===== config.mk =====
export PLATFORM = sky130hd
export DESIGN_NAME = instr_fetch_flat
export DESIGN_NICKNAME = d
export VERILOG_FILES = /design/src/rtl/types_pkg.sv /design/src/rtl/instr_fetch_if.sv /design/src/rtl/fetch_fifo.sv /design/src/rtl/instr_fetch.sv /design/src/flat_wrapper.sv
export SDC_FILE = /design/constraint.sdc
export NUM_CORES = 1
export LEC_CHECK = 0
export BUFFER_PORTS_ARGS = -buffer_cell sky130_fd_sc_hd__buf_2
export CAP_MARGIN = 30
export CORE_ASPECT_RATIO = 0.6
export CORE_MARGIN = 3
export CORE_UTILIZATION = 44
export DETAILED_ROUTE_END_ITERATION = 16
export GPL_ROUTABILITY_DRIVEN = 0
export PLACE_DENSITY = 0.65
export SLEW_MARGIN = 20
export SYNTH_ARGS = -nofsm -noshare
export SYNTH_HDL_FRONTEND = slang
export SYNTH_SLANG_ARGS = --single-unit

===== constraint.sdc =====
create_clock -name clk -period 3.9 [get_ports clk]
set_clock_uncertainty 0.15 [all_clocks]
set_input_delay 0.78 -clock clk [delete_from_list [all_inputs] [get_ports clk]]
set_output_delay 0.78 -clock clk [all_outputs]
set_load 0.02 [all_outputs]

===== src/rtl/types_pkg.sv =====
`default_nettype none
// ============================================================================
// Module      : types_pkg
// Description : Shared types and constants for the instruction-fetch slice:
//               memory geometry, word/address types and the fetch queue entry.
// Revision    : 1.0 - initial release
// ============================================================================
package types_pkg;

    // Instruction memory geometry (words)
    localparam int MEM_SIZE    = 512;
    localparam int ADDR_W      = $clog2(MEM_SIZE);

    // Fetch queue geometry
    localparam int FETCH_DEPTH = 2;
    localparam int CNT_W       = $clog2(FETCH_DEPTH + 1);
    localparam int PTR_W       = (FETCH_DEPTH > 1) ? $clog2(FETCH_DEPTH) : 1;

    typedef logic [ADDR_W-1:0] address_t;
    typedef logic [31:0]       word_t;

    // Queue occupancy, and occupancy with one extra bit for in-flight sums
    typedef logic [CNT_W-1:0]  fetch_cnt_t;
    typedef logic [CNT_W:0]    fetch_occ_t;

    typedef struct packed {
        word_t instr;
        word_t pc;
    } fetch_entry_t;

endpackage
`default_nettype wire


===== src/rtl/instr_fetch_if.sv =====
`default_nettype none
// ============================================================================
// Module      : instr_fetch_if
// Description : Bundle of the instruction-memory request/response signals,
//               the redirect request and the decode-side valid/ready port.
//               master = fetch unit, slave = memory/decode/redirect side.
// Revision    : 1.0 - initial release
// ============================================================================
interface instr_fetch_if;
    import types_pkg::*;

    address_t imem_addr;
    word_t    imem_rdata;
    logic     redirect_valid;
    word_t    redirect_pc;
    logic     out_valid;
    logic     out_ready;
    word_t    out_instr;
    word_t    out_pc;

    modport master (
        output imem_addr,
        input  imem_rdata,
        input  redirect_valid,
        input  redirect_pc,
        output out_valid,
        input  out_ready,
        output out_instr,
        output out_pc
    );

    modport slave (
        input  imem_addr,
        output imem_rdata,
        output redirect_valid,
        output redirect_pc,
        input  out_valid,
        output out_ready,
        input  out_instr,
        input  out_pc
    );

endinterface
`default_nettype wire


===== src/rtl/fetch_fifo.sv =====
`default_nettype none
// ============================================================================
// Module      : fetch_fifo
// Description : Small synchronous FIFO of fetched {instr, pc} entries.
//               Flush empties the queue and wins over a same-cycle push.
//               Storage is zeroed only by reset so the head reads 0 then.
// Revision    : 1.0 - initial release
// ============================================================================
module fetch_fifo
    import types_pkg::*;
(
    input  wire          clk,
    input  wire          rst_n,
    input  wire          i_push,
    input  wire          i_pop,
    input  wire          i_flush,
    input  fetch_entry_t i_data,
    output fetch_cnt_t   o_count,
    output fetch_entry_t o_head
);

    localparam logic [PTR_W-1:0] c_LAST_PTR = PTR_W'(FETCH_DEPTH - 1);
    localparam fetch_cnt_t       c_FULL     = CNT_W'(FETCH_DEPTH);

    fetch_entry_t     r_mem [FETCH_DEPTH];
    logic [PTR_W-1:0] r_rd_ptr;
    logic [PTR_W-1:0] r_wr_ptr;
    fetch_cnt_t       r_count;

    logic w_do_pop;
    logic w_do_push;

    // A push into a full queue is only accepted when the head leaves at the same time
    assign w_do_pop  = i_pop  && !i_flush && (r_count != '0);
    assign w_do_push = i_push && !i_flush && ((r_count != c_FULL) || w_do_pop);

    assign o_count = r_count;
    assign o_head  = r_mem[r_rd_ptr];

    // Entry storage: cleared on reset, written at the tail on push
    always_ff @(posedge clk or negedge rst_n) begin
        if (!rst_n) begin
            for (int i = 0; i < FETCH_DEPTH; i++) begin
                r_mem[i] <= '0;
            end
        end else if (w_do_push) begin
            r_mem[r_wr_ptr] <= i_data;
        end
    end

    // Pointers and occupancy; flush returns the queue to empty
    always_ff @(posedge clk or negedge rst_n) begin
        if (!rst_n) begin
            r_rd_ptr <= '0;
            r_wr_ptr <= '0;
            r_count  <= '0;
        end else if (i_flush) begin
            r_rd_ptr <= '0;
            r_wr_ptr <= '0;
            r_count  <= '0;
        end else begin
            if (w_do_push) begin
                r_wr_ptr <= (r_wr_ptr == c_LAST_PTR) ? '0 : r_wr_ptr + PTR_W'(1);
            end
            if (w_do_pop) begin
                r_rd_ptr <= (r_rd_ptr == c_LAST_PTR) ? '0 : r_rd_ptr + PTR_W'(1);
            end
            unique case ({w_do_push, w_do_pop})
                2'b10:   r_count <= r_count + CNT_W'(1);
                2'b01:   r_count <= r_count - CNT_W'(1);
                default: r_count <= r_count;
            endcase
        end
    end

endmodule
`default_nettype wire


===== src/rtl/instr_fetch.sv =====
`default_nettype none
// ============================================================================
// Module      : instr_fetch
// Description : Fetch initiator for a synchronous instruction memory with a
//               one-cycle read latency. Owns the PC, tracks the in-flight
//               request, buffers returned words and hands them to decode over
//               valid/ready. Redirects flush everything and restart the
//               stream in the same cycle.
// Revision    : 1.0 - initial release
// ============================================================================
module instr_fetch
    import types_pkg::*;
#(
    parameter word_t RESET_PC = 32'h0000_0000
)(
    input  wire           clk,
    input  wire           rst_n,
    instr_fetch_if.master bus
);

    // Low PC bits never reach memory; keep them zero in the register too
    localparam word_t      c_RESET_PC = RESET_PC & ~32'h3;
    localparam fetch_occ_t c_DEPTH    = fetch_occ_t'(FETCH_DEPTH);

    word_t        r_pc;
    logic         r_inflight;
    word_t        r_inflight_pc;

    word_t        w_redirect_pc;
    logic         w_pop;
    logic         w_push;
    logic         w_issue;
    fetch_occ_t   w_occupancy;
    fetch_cnt_t   w_count;
    fetch_entry_t w_head;
    fetch_entry_t w_push_entry;

    assign w_redirect_pc = bus.redirect_pc & ~32'h3;

    // Nothing transfers in a redirect cycle: the head belongs to the old stream
    assign bus.out_valid = (w_count != '0) && !bus.redirect_valid;
    assign w_pop         = bus.out_valid && bus.out_ready;

    // Slots already claimed (queued + in flight), crediting the word leaving now.
    // pop implies count >= 1, so the subtraction cannot underflow.
    assign w_occupancy = {1'b0, w_count}
                       + {{CNT_W{1'b0}}, r_inflight}
                       - {{CNT_W{1'b0}}, w_pop};
    assign w_issue     = bus.redirect_valid || (w_occupancy < c_DEPTH);

    // A response arriving during a redirect belongs to the old stream
    assign w_push       = r_inflight && !bus.redirect_valid;
    assign w_push_entry = '{instr: bus.imem_rdata, pc: r_inflight_pc};

    // The redirect target is requested in the same cycle it is presented
    assign bus.imem_addr = bus.redirect_valid ? w_redirect_pc[ADDR_W+1:2]
                                              : r_pc[ADDR_W+1:2];

    assign bus.out_instr = w_head.instr;
    assign bus.out_pc    = w_head.pc;

    // PC and in-flight tracking; redirect overrides the normal issue decision
    always_ff @(posedge clk or negedge rst_n) begin
        if (!rst_n) begin
            r_pc          <= c_RESET_PC;
            r_inflight    <= 1'b0;
            r_inflight_pc <= '0;
        end else if (bus.redirect_valid) begin
            r_pc          <= w_redirect_pc + 32'd4;
            r_inflight    <= 1'b1;
            r_inflight_pc <= w_redirect_pc;
        end else if (w_issue) begin
            r_pc          <= r_pc + 32'd4;
            r_inflight    <= 1'b1;
            r_inflight_pc <= r_pc;
        end else begin
            r_inflight    <= 1'b0;
        end
    end

    fetch_fifo u_fifo (
        .clk     (clk),
        .rst_n   (rst_n),
        .i_push  (w_push),
        .i_pop   (w_pop),
        .i_flush (bus.redirect_valid),
        .i_data  (w_push_entry),
        .o_count (w_count),
        .o_head  (w_head)
    );

endmodule
`default_nettype wire


===== src/flat_wrapper.sv =====
// flat-port wrapper written by rule: the top's interface ports become plain ports
module instr_fetch_flat import types_pkg::*;
#(
    parameter word_t RESET_PC = 32'h0000_0000
)
  (clk, rst_n, bus_imem_addr, bus_imem_rdata, bus_redirect_valid, bus_redirect_pc, bus_out_valid, bus_out_ready, bus_out_instr, bus_out_pc);
  instr_fetch_if bus_i ();
  input  wire clk;
  input  wire rst_n;
  output wire logic [$bits(bus_i.imem_addr)-1:0] bus_imem_addr;
  input wire logic [$bits(bus_i.imem_rdata)-1:0] bus_imem_rdata;
  input wire logic [$bits(bus_i.redirect_valid)-1:0] bus_redirect_valid;
  input wire logic [$bits(bus_i.redirect_pc)-1:0] bus_redirect_pc;
  output wire logic [$bits(bus_i.out_valid)-1:0] bus_out_valid;
  input wire logic [$bits(bus_i.out_ready)-1:0] bus_out_ready;
  output wire logic [$bits(bus_i.out_instr)-1:0] bus_out_instr;
  output wire logic [$bits(bus_i.out_pc)-1:0] bus_out_pc;
  assign bus_imem_addr = bus_i.imem_addr;
  assign bus_i.imem_rdata = bus_imem_rdata;
  assign bus_i.redirect_valid = bus_redirect_valid;
  assign bus_i.redirect_pc = bus_redirect_pc;
  assign bus_out_valid = bus_i.out_valid;
  assign bus_i.out_ready = bus_out_ready;
  assign bus_out_instr = bus_i.out_instr;
  assign bus_out_pc = bus_i.out_pc;
  instr_fetch #(.RESET_PC(RESET_PC)) u_core (.clk(clk), .rst_n(rst_n), .bus(bus_i));
endmodule

# Word level (Yosys, flattened, before mapping)
# Index checks and enable logic that the tools add are counted.
# W data, S select, Z words.
# word_totals
reg_bits,197
inputBits,68
word_cells,64
# classes
add_sub_neg,8
n_lt_le_gt_ge,4
eq_ne,3
mux,21
n_bitwise,2
reduce_logical,16
# ops
operator,count
$mux W64,4
$bwmux W128,1
$mux W32,4
$add A32 B3 Y32 const B,2
$demux W64 S1,1
$mux W9,1
$logic_and A1 B1 Y1,8
$mux W1,8
$reduce_bool A2 Y1,4
$ge A2 B2 Y1 const B,2
$not A1 Y2,2
$pmux W2 S2,1
$add A2 B1 Y3,1
$lt A3 B2 Y1 const B,1
$reduce_bool A3 Y1,1
$sub A3 B1 Y3,1
$add A1 B1 Y1 const B,2
$add A2 B1 Y2 const B,1
$eq A2 B1 Y1 const B,1
$eq A2 B2 Y1 const B,1
$logic_or A1 B1 Y1,2
$lt A2 B1 Y1 const B,1
$mux W2,1
$ne A2 B2 Y1 const B,1
other kinds (2),2

# Logic depth before layout (Yosys ltp)
# logic_depth
word_depth,10
ltp_mapped,17
ltp_nobuf,12

# Modules after synthesis
# Synthesis repeated with hierarchy kept, for this count alone.
# hier_totals
hier_cells,780
hier_area_um2,9679.3
# by_module_without_submodules
module,instances,cells_per_inst,area_each_um2
fetch_fifo,1,365,5911.9
instr_fetch,1,415,3767.4

# Least setup slack after synthesis
# Ideal clock, no wire load.
# synth_path
path_type,input-to-reg
start,input port bus_redirect_valid
end,register u_core.r_pc[9]
setup_time_ps,77
arrival_time_ps,3948
required_ps,3673
slack_ps,-275
stages,17
path_buffers,6
path_cell_list,buf_2 buf_2 buf_2 buf_2 nor2_1 and2_1 ha_1 nand2b_1 fa_1 xnor2_1 and2_1 clkbuf_1 nor2_1 inv_2 clkbuf_1 nor2_1 a21oi_1
# synth_between
elab_chain_cells,7
# synth_lines
item,line,rtl
start: declaration,flat_wrapper.sv:12,input wire logic [$bits(bus_i.redirect_valid)-1:0] bus_redirect_valid;
$logic_not A1 Y1,instr_fetch.sv:41,assign bus.out_valid = (w_count != '0) && !bus.redirect_valid;
$logic_and A1 B1 Y1,instr_fetch.sv:41,
via bus_out_valid,flat_wrapper.sv:14,output wire logic [$bits(bus_i.out_valid)-1:0] bus_out_valid;
$logic_and A1 B1 Y1,instr_fetch.sv:42,assign w_pop = bus.out_valid && bus.out_ready;
$sub A3 B1 Y3,instr_fetch.sv:48,"- {{CNT_W{1'b0}}, w_pop};"
$lt A3 B2 Y1,instr_fetch.sv:49,assign w_issue = bus.redirect_valid || (w_occupancy < c_DEPTH);
$logic_or A1 B1 Y1,instr_fetch.sv:49,
$reduce_bool A2 Y1 (no source line),n/a,
end signal: assignment,instr_fetch.sv:65,r_pc <= c_RESET_PC;
end signal: assignment,instr_fetch.sv:69,r_pc <= w_redirect_pc + 32'd4;
end signal: assignment,instr_fetch.sv:73,r_pc <= r_pc + 32'd4;
end: declaration,instr_fetch.sv:25,word_t r_pc;
# The timed path passes the listed nets, and every way through them passes these cells.
# A chain may end at the register's enable or synchronous reset.

# Worst setup path after layout
# layout_path
start,register u_core.u_fifo.r_count[1] (netlist: u_core.u_fifo.o_count[1])
end,register u_core.r_inflight_pc[7]
# layout_between
elab_chain_cells,7
# layout_lines
item,line,rtl
start: declaration,fetch_fifo.sv:28,fetch_cnt_t r_count;
start signal: assignment,fetch_fifo.sv:69,2'b10: r_count <= r_count + CNT_W'(1);
start signal: assignment,fetch_fifo.sv:70,2'b01: r_count <= r_count - CNT_W'(1);
start signal: assignment,fetch_fifo.sv:71,default: r_count <= r_count;
"parallel branches: the longest is 3 deep, another holds $add A2 B1 Y3",n/a,
$sub A3 B1 Y3 *,instr_fetch.sv:48,
$lt A3 B2 Y1 *,instr_fetch.sv:49,
$logic_or A1 B1 Y1 *,instr_fetch.sv:49,
$reduce_bool A2 Y1 (no source line) *,n/a,
end signal: assignment,instr_fetch.sv:71,r_inflight_pc <= w_redirect_pc;
end signal: assignment,instr_fetch.sv:75,r_inflight_pc <= r_pc;
end: declaration,instr_fetch.sv:27,word_t r_inflight_pc;
# Every way passes the cells marked *.

==> metrics.md <==
| Metric | Value |
|---|---|
| First-pass GRT wire length | `between 30 and 40 mm` |
| FF-to-FF End | `u_core.r_inflight_pc[7]` |
| Int Pwr | `0.00551 W` |
| Startpoint types | `flop` |
| Post-route insts no fill | `1176` |
| CTS clk-pin slew, worst paths | `0.07 ns` |
| Vias in the first global route | `5955` |
| Ys Warns | `0` |
| Yosys cell types | `44` |
| HP Class | `in2async` |
| Endpoints failing setup | `0` |
| Max-slew headroom | `49.4%` |
| Crit path max fanout | `15` |
| CTS Buf Count | `17` |
| CP cell instances | `nor2_1 > nor2_2 > and2_1 > ha_1 > nand2b_1 > fa_1 > xnor2_1 > and2_1 > nor2_2 > inv_2 > buf_4 > nor2_1 > a21oi_1` |
| Hold_buf cts | `0` |
| Layout cells sized above 1 | `42.1%` |
| Most frequent cells in the layout | `dfrtp_1 (188), mux2_2 (183), buf_2 (135)` |
| Cts repair resizes | `0` |
| Largest stage delay on the critical path | `0.49 ns` |
| Reg2reg start | `u_core.u_fifo.o_count[1]` |
| Standard-cell row count | `40` |
| Post-layout minimum cycle time | `3.46 ns` |
| Met3 usage | `4.49%` |
| Clock sink total | `189` |
| Overflow after GRT | `0` |
| Max-Cap Viols | `0` |
| Vias | `6077` |
| Die area | `~23000 µm²` |
| Largest net degree at the start of global routing | `94` |
| Clk buf depth | `2` |
| Grt met1 use | `28.8%` |
| Total Routing Usage GR | `18.4%` |
| Setup TNS | `0 ns` |
| Mapped Area | `between 9000 and 10000 µm²` |
| Gr busiest metal | `met1` |
| Critical Path End Type | `flop` |
| Syn_area_per_cell | `12.1 µm²` |
| Die Ht | `118 µm` |
| Seq cells post-synth | `189` |
| RSZ-0062 raised after global routing | `false` |
| Fmax | `0.289 GHz` |
| WS Path Type | `reg2reg` |
| ANT cells | `0` |
| Starting Density | `a little under half` |
| Commonest non-fill, non-tap cell in the layout | `dfrtp_1` |
| Port bufs | `137` |
| Data required time of the critical path | `4.05 ns` |
| Root Buffer | `clkbuf_16` |
| Sw Share | `36.7%` |
| Via density | `5.17` |
| Final period util | `88.8%` |
| Status | `complete, no violations` |
| FF-to-FF path depth | `13` |
| Hpwl dp | `14.1 mm` |
| Crit path DAT | `about 3.6 ns` |
| Clk_lat worst skew | `between 0.4 and 0.5 ns` |
| Post-Place Cells | `1144` |
| Initial antenna violation count | `0` |
| Pleak | `4.74 nW` |
| Met2 global-route usage | `25.2%` |
| Die X | `193 µm` |
| Syn Inst Count | `approximately 760` |
| Power per cell area | `805 nW/µm²` |
| CTS tree | `yes` |
| Synth area leaders | `dfrtp_1 (51%), mux2_2 (22%), mux2i_1 (4.1%)` |
| Slew @ Worst Pin | `0.759 ns` |
| Area share of the largest cell type after synthesis | `51.4%` |
| Sequential Power Share | `38.5%` |
| Pins over their slew limit | `0` |
| Cell taking the most area after synthesis | `dfrtp_1` |
| Worst vdd ir | `0.366 mV` |
| I/O pins | `142` |
| Number of flops mapped to enable cells by yosys | `0` |
| Drt pass-1 iters | `5` |
| Sw power | `~0.0032 W` |
| Post-synth top flop | `dfrtp_1` |
| Comb pwr share | `42.0%` |
| Sequential area share after synthesis | `51.4%` |
| H-tree levels | `4` |
| Nets | `slightly below 1000` |
| Drt wl/cell | `about 17 µm` |
| Post-CTS Setup Inserts | `0` |
| Core ar. | `between 20000 and 25000 µm²` |
| Post-synth ARST share | `100%` |
| Filler cells | `1781` |
| DRC Markers | `0` |
| Slowest-stage cell, CP | `dfrtp_1` |
| Area grow syn2layout | `17.4%` |
| Final WL | `20.4 mm` |
| Hold Vio Cnt, Final | `0` |
| Reg2Reg Setup Slack | `about 0.44 ns` |
| ANT nets after route | `0` |
| Clock Power Share | `19.5%` |
| Iter 0 DRT Violations | `271` |
==> kinds of logic (layout without fill, tap and decap cells) <==
kind of cell / Yosys count / in the layout / synth area share [%]
compound gates: 60 / 60 / 3.55
xor+xnor: 50 / 50 / 4.75
fa+ha+maj: 3 / 3 / 0.489
buf+inv: 53 / 194 / 2.59
flops: 189 / 189 / 51.4
mux: 233 / 233 / 28.0
other cells: 1 / 2 / 0.0407
simple gates: 172 / 172 / 9.25
==> flip-flops by register name (all words and copies together), names as in the netlist <==
signal	count
u_core.r_inflight	1
u_core.u_fifo.r_rd_ptr	1
u_core.u_fifo.r_wr_ptr	1
u_core.u_fifo.r_mem	124
u_core.r_inflight_pc	30
u_core.r_pc	30
u_core.u_fifo.o_count	2
==> metrics by stage <==
step	total power, W	hold slack (ns)	area (µm²)	worst slack, ns	util [%]
2_1_floorplan	0.00594	0.304	9230	0.00106	-
3_5_place_dp	0.00708	0.325	10200	0.195	50.6
4_1_cts	0.00882	0.299	10800	0.447	53.4
6_report	0.00871	0.269	10800	0.438	53.4
3_3_place_gp	0.00700	0.318	10200	0.263	50.6
5_1_grt	0.00926	0.337	10800	0.121	53.4
==> layout make-up <==
type	count	area (µm²)	share of cell area, %
repair buffers	154	887	8.20
clock inverters	12	109	1.01
inverters	8	30.0	0.278
flip-flops and latches	189	4730	43.7
well taps	273	342	3.16
clock buffers	20	457	4.22
multi-input cells	520	4260	39.4
==> synthesized netlist by cell type (6+ instances only) <==
master and instances:
nand3_1 22, a21oi_1 15, dfrtp_1 189, nand4_1 9, mux2_1 12, xor2_1 21
xnor2_1 29, nand4b_1 6, inv_1 7, nand2_1 57, nor2_1 44, clkbuf_1 15
nor3_1 8, mux2_2 183, buf_1 7, o21ai_0 32, buf_2 20, mux2i_1 38
==> power groups by stage <==
stage               sequential (W)  clock [W]  combinational [W]
finish                     0.00335    0.00170            0.00366
global route               0.00347    0.00181            0.00398
CTS                        0.00335    0.00174            0.00372
detailed placement         0.00338          0            0.00370
global placement           0.00335          0            0.00365
floorplan                  0.00318          0            0.00276
==> critical path, delay by kind of cell, from the launching register on <==
kind | cells | cell delay, ns
and+or+nand+nor | 7 | 1.32
adders and majority gates | 2 | 0.64
buffers and inverters | 2 | 0.54
DFF | 1 | 0.49
xor gates and xnor gates | 1 | 0.15
AOI/OAI and AO/OA | 1 | 0.04
==> how the worst max path moves through the flow <==
stage | startpoint | end | slack, ns | cells after the start
2_1_floorplan | bus_redirect_valid | u_core.r_pc[5] | 0.001 | 15
3_3_place_gp | bus_redirect_valid | u_core.r_inflight_pc[7] | 0.26 | 13
3_5_place_dp | bus_redirect_valid | u_core.r_inflight_pc[7] | 0.19 | 13
4_1_cts | u_core.u_fifo.o_count[1] | u_core.r_inflight_pc[7] | 0.45 | 13
5_1_grt | u_core.u_fifo.o_count[1] | u_core.r_pc[8] | 0.12 | 13
6_report | u_core.u_fifo.o_count[1] | u_core.r_inflight_pc[7] | 0.44 | 13
==> metal layers <==
metal / wire (µm) / share of wire [%] / vias to the layer above
met5: 0 / 0 / -
met4: 219 / 1.1 / 0
met3: 1080 / 5.3 / 15
met2: 8390 / 41 / 125
met1: 10700 / 52 / 2988
li1: - / - / 2949
Power figures use the tool's default switching activity.
